<file path="config.mk">
export PLATFORM = sky130hd
export DESIGN_NAME = tdm_demux1_to_4
export DESIGN_NICKNAME = d
export VERILOG_FILES = /design/src/rtl/tdm_demux1_to_4.sv
export SDC_FILE = /design/constraint.sdc
export NUM_CORES = 1
export LEC_CHECK = 0
export ABC_AREA = 1
export BUFFER_PORTS_ARGS = -buffer_cell sky130_fd_sc_hd__buf_2
export CELL_PAD_IN_SITES_DETAIL_PLACEMENT = 0
export CELL_PAD_IN_SITES_GLOBAL_PLACEMENT = 1
export CORE_MARGIN = 3
export CORE_UTILIZATION = 39
export CTS_CLUSTER_DIAMETER = 40
export DETAILED_ROUTE_END_ITERATION = 10
export GPL_ROUTABILITY_DRIVEN = 0
export HOLD_SLACK_MARGIN = 0.03
export PLACE_DENSITY = 0.74
export SLEW_MARGIN = 20
export SYNTH_ARGS = -nofsm -noshare
export SYNTH_HDL_FRONTEND = slang
export SYNTH_SLANG_ARGS = --single-unit
</file>
<file path="constraint.sdc">
create_clock -name clock -period 2.65 [get_ports clock]
set_input_delay 0 -clock clock [delete_from_list [all_inputs] [get_ports clock]]
set_output_delay 0 -clock clock [all_outputs]
set_load 0.1 [all_outputs]
</file>
<file path="src/rtl/tdm_demux1_to_4.sv">
// TDM 1-to-4 demultiplexer: rebuilds four parallel channels from a slot-rotating stream,
// aligning on a slot-0 sync marker and dropping back to HUNT on a missing sync.
module tdm_demux1_to_4 #(
  parameter int WIDTH = 1
) (
  input  logic             clock,
  input  logic             reset_n,
  input  logic [WIDTH-1:0] din,
  input  logic             din_valid,
  input  logic             frame_sync,
  output logic [WIDTH-1:0] out0,
  output logic [WIDTH-1:0] out1,
  output logic [WIDTH-1:0] out2,
  output logic [WIDTH-1:0] out3,
  output logic             frame_valid,
  output logic             sync_err,
  output logic             locked,
  output logic [1:0]       slot
);

  typedef enum logic {HUNT, LOCKED} state_t;

  state_t           state, state_d;
  logic [1:0]       slot_d;
  logic [WIDTH-1:0] sh0, sh1, sh2;
  logic [WIDTH-1:0] sh0_d, sh1_d, sh2_d;
  logic [WIDTH-1:0] out0_d, out1_d, out2_d, out3_d;
  logic             frame_valid_d, sync_err_d;

  always_ff @(posedge clock or negedge reset_n) begin
    if (!reset_n) begin
      state       <= HUNT;
      slot        <= 2'd0;
      sh0         <= '0;
      sh1         <= '0;
      sh2         <= '0;
      out0        <= '0;
      out1        <= '0;
      out2        <= '0;
      out3        <= '0;
      frame_valid <= 1'b0;
      sync_err    <= 1'b0;
    end else begin
      state       <= state_d;
      slot        <= slot_d;
      sh0         <= sh0_d;
      sh1         <= sh1_d;
      sh2         <= sh2_d;
      out0        <= out0_d;
      out1        <= out1_d;
      out2        <= out2_d;
      out3        <= out3_d;
      frame_valid <= frame_valid_d;
      sync_err    <= sync_err_d;
    end
  end

  // Pulses default low so they last exactly one cycle; a din_valid=0 cycle holds everything else.
  always_comb begin
    state_d       = state;
    slot_d        = slot;
    sh0_d         = sh0;
    sh1_d         = sh1;
    sh2_d         = sh2;
    out0_d        = out0;
    out1_d        = out1;
    out2_d        = out2;
    out3_d        = out3;
    frame_valid_d = 1'b0;
    sync_err_d    = 1'b0;
    if (din_valid) begin
      case (state)
        HUNT: begin
          if (frame_sync) begin
            sh0_d   = din;
            slot_d  = 2'd1;
            state_d = LOCKED;
          end
        end
        LOCKED: begin
          if (frame_sync) begin
            // An early sync abandons the partial frame and restarts at slot 0.
            sync_err_d = (slot != 2'd0);
            sh0_d      = din;
            slot_d     = 2'd1;
          end else begin
            case (slot)
              2'd0: begin
                sync_err_d = 1'b1;
                slot_d     = 2'd0;
                state_d    = HUNT;
              end
              2'd1: begin
                sh1_d  = din;
                slot_d = 2'd2;
              end
              2'd2: begin
                sh2_d  = din;
                slot_d = 2'd3;
              end
              default: begin
                out0_d        = sh0;
                out1_d        = sh1;
                out2_d        = sh2;
                out3_d        = din;
                frame_valid_d = 1'b1;
                slot_d        = 2'd0;
              end
            endcase
          end
        end
        default: state_d = HUNT;
      endcase
    end
  end

  assign locked = (state == LOCKED);

endmodule

</file>
==> flow_summary.json <==
{
  "setup_violations": 0,
  "max_freq_mhz": 870,
  "cp_cell_sequence": "buf_2",
  "crit_path_end_kind": "output port",
  "syn_inst": 68,
  "crit_arrival_ns": 1.15,
  "syn_area_um2": 592,
  "drc": 0,
  "cap_violations": 0,
  "gr-usage-all-layers_pct": 14.0,
  "finalClockSkew_ns": 0.00163,
  "stdcell_count": 102,
  "finalHoldViolCount": 0,
  "wl_per_cell_um": 11.2,
  "synthFlopType": "dfrtp_1",
  "first_pass_iters": 3,
  "nNetsFinal": 98,
  "crit_family": "buffers and inverters",
  "clock_path_buffers": 2,
  "syn_area_per_cell_um2": 8.70,
  "overflow": 0,
  "postLayoutSetupSlackWorst_ns": 1.50,
  "ys_types": 10,
  "dr_total_vias": 481,
  "dp_hpwl_um": 908,
  "grt_pass1_vias": 463,
  "yosysWarnings": 0,
  "netlist.area_leader.share_pct": 50.7,
  "rows": 13,
  "start_kind": "flop",
  "insertedDiodeCount": 0,
  "dp_slack_ns": 1.54,
  "clock_latency_ns": 0.26,
  "maxSlewViolCount": 0,
  "synth_area_leader_cell": "dfrtp_1",
  "antenna_found_initial": 0,
  "ios": 14,
  "slew_headroom_pct": 67.5,
  "slowest_stage": "buf_2",
  "grt_max_degree": 13,
  "grt_pass1_wl_um": 2010,
  "status": "completed",
  "synth.most_common_cell": "nand2_1",
  "hold_path.class": "in2reg",
  "dp_cells": 96,
  "via_per_inst": 4.72,
  "synth.area.top_cells": "dfrtp_1 51%, nand2_1 15%, ha_1 11%",
  "crit_buf_inv": 1,
  "cts.sinks": 12,
  "fin_crit_ns": 1.15,
  "dieArea_um2": 2020,
  "synth-seq-cells": 12,
  "finalSetupTns_ns": 0,
  "dr.first_iter.drc_count": 11,
  "die_h_um": 45.0,
  "initial_core_util_pct": 43.3,
  "clk_pin_slew_ns": 0.08,
  "cts_root_buf": "clkbuf_4",
  "rsz0062_at_grt": "no",
  "synthArstFlopShare_pct": 100,
  "slowest_delay_ns": 0.46,
  "core_area_um2": 1370,
  "wl_um": 1140,
  "htree_levels": 1,
  "crit_type": "reg2out",
  "synth-seq-area-share_pct": 50.7,
  "period_share_pct": 43.4,
  "dieWidth_um": 45.0,
  "path_max_fanout": 5,
  "syn-num-nets": 78,
  "drive_above_1_share_pct": 25.3,
  "synthTopCellsByCount": "23 x nand2_1, 12 x dfrtp_1, 10 x inv_1, 10 x nand3_1, 5 x ha_1",
  "cts_tree": "built",
  "worstMarginPinSlew_ns": 0.492,
  "final_antenna_net_count": 0,
  "areaGrowthSynthToFinish_pct": 23.7,
  "cts_buffers": 3,
  "cp.required_ns": 2.65,
  "portBuffers": 13,
  "synth_edf_count": 0
}
-- what timing repair did --
action / in CTS / in global routing
resized for setup: 0 / 0
buffers inserted: 0 / 0
hold buffers: 2 / 0
endpoints found under the hold margin: 16 / 0
-- cell type report --
| cell class | instances | area, µm² |
|---|---|---|
| fill | 143 | 634 |
| sequential | 12 | 300 |
| multi-input combinational | 45 | 245 |
| timing repair buffer | 15 | 85.1 |
| inverter | 11 | 46.3 |
| clock buffer | 4 | 36.3 |
| tap | 15 | 18.8 |
-- worst register-to-register path, delay by kind of cell, from the launching register on --
kind | cells | cell delay, ns
fa+ha+maj | 2 | 0.47
simple gates | 1 | 0.10
buf+inv | 1 | 0.08
flops | 1 | 0.41
-- worst paths after layout --
kind                                 from       end  slack, ns  cells after the start
max in group asynchronous         reset_n       sh1       2.30                      2
worst min register to register       out0      out0       0.47                      2
worst max-delay path              slot[1]   slot[1]       1.50                      1
worst min-delay path            din_valid       sh0       0.04                      3
worst max register to register    slot[0]  sync_err       1.51                      4
min in group asynchronous         reset_n  sync_err       0.14                      2
-- placed cells by master, fill, tap and decap left out, drive strengths merged --
master / count
buf: 13
clkbuf: 4
clkinv: 1
dfrtp: 12
dlygate4sd3: 2
ha: 5
inv: 10
nand2: 26
nand3: 10
nor2: 4
-- metrics by stage --
| step | cell area [µm²] | util, % | hold WS [ns] |
|---|---|---|---|
| 4_1_cts | 732 | 53.6 | 0.0361 |
| 6_report | 732 | 53.6 | 0.0410 |
| 3_3_place_gp | 676 | 49.5 | -0.106 |
| 5_1_grt | 732 | 53.6 | 0.0544 |
| 2_1_floorplan | 592 | - | -0.296 |
| 3_5_place_dp | 676 | 49.5 | -0.106 |
-- cell families (layout without fill, tap and decap cells) --
family        count (synthesis)  in the layout  share of synthesized area [%]
fa+ha+maj                     5              5                           10.6
buf+inv                      11             30                           7.82
simple gates                 40             40                           30.9
flops                        12             12                           50.7
-- routing by layer --
| metal | wire length, µm | track usage, % | vias to the layer above |
|---|---|---|---|
| met3 | 50 | 2.39 | 2 |
| met1 | 547 | 19.0 | 226 |
| met5 | 0 | 0 | - |
| met2 | 531 | 20.6 | 9 |
| li1 | - | - | 244 |
| met4 | 12 | 8.77 | 0 |
-- sequential cells by signal, indices dropped and copies added (netlist names) --
register	flops
slot	2
frame_valid	1
locked	1
out0	1
out1	1
out2	1
out3	1
sh0	1
sh1	1
sh2	1
sync_err	1
Power is left out: the tool's default activity adds up to more than one toggle a clock period on the data nets, which glitch-free logic cannot reach.
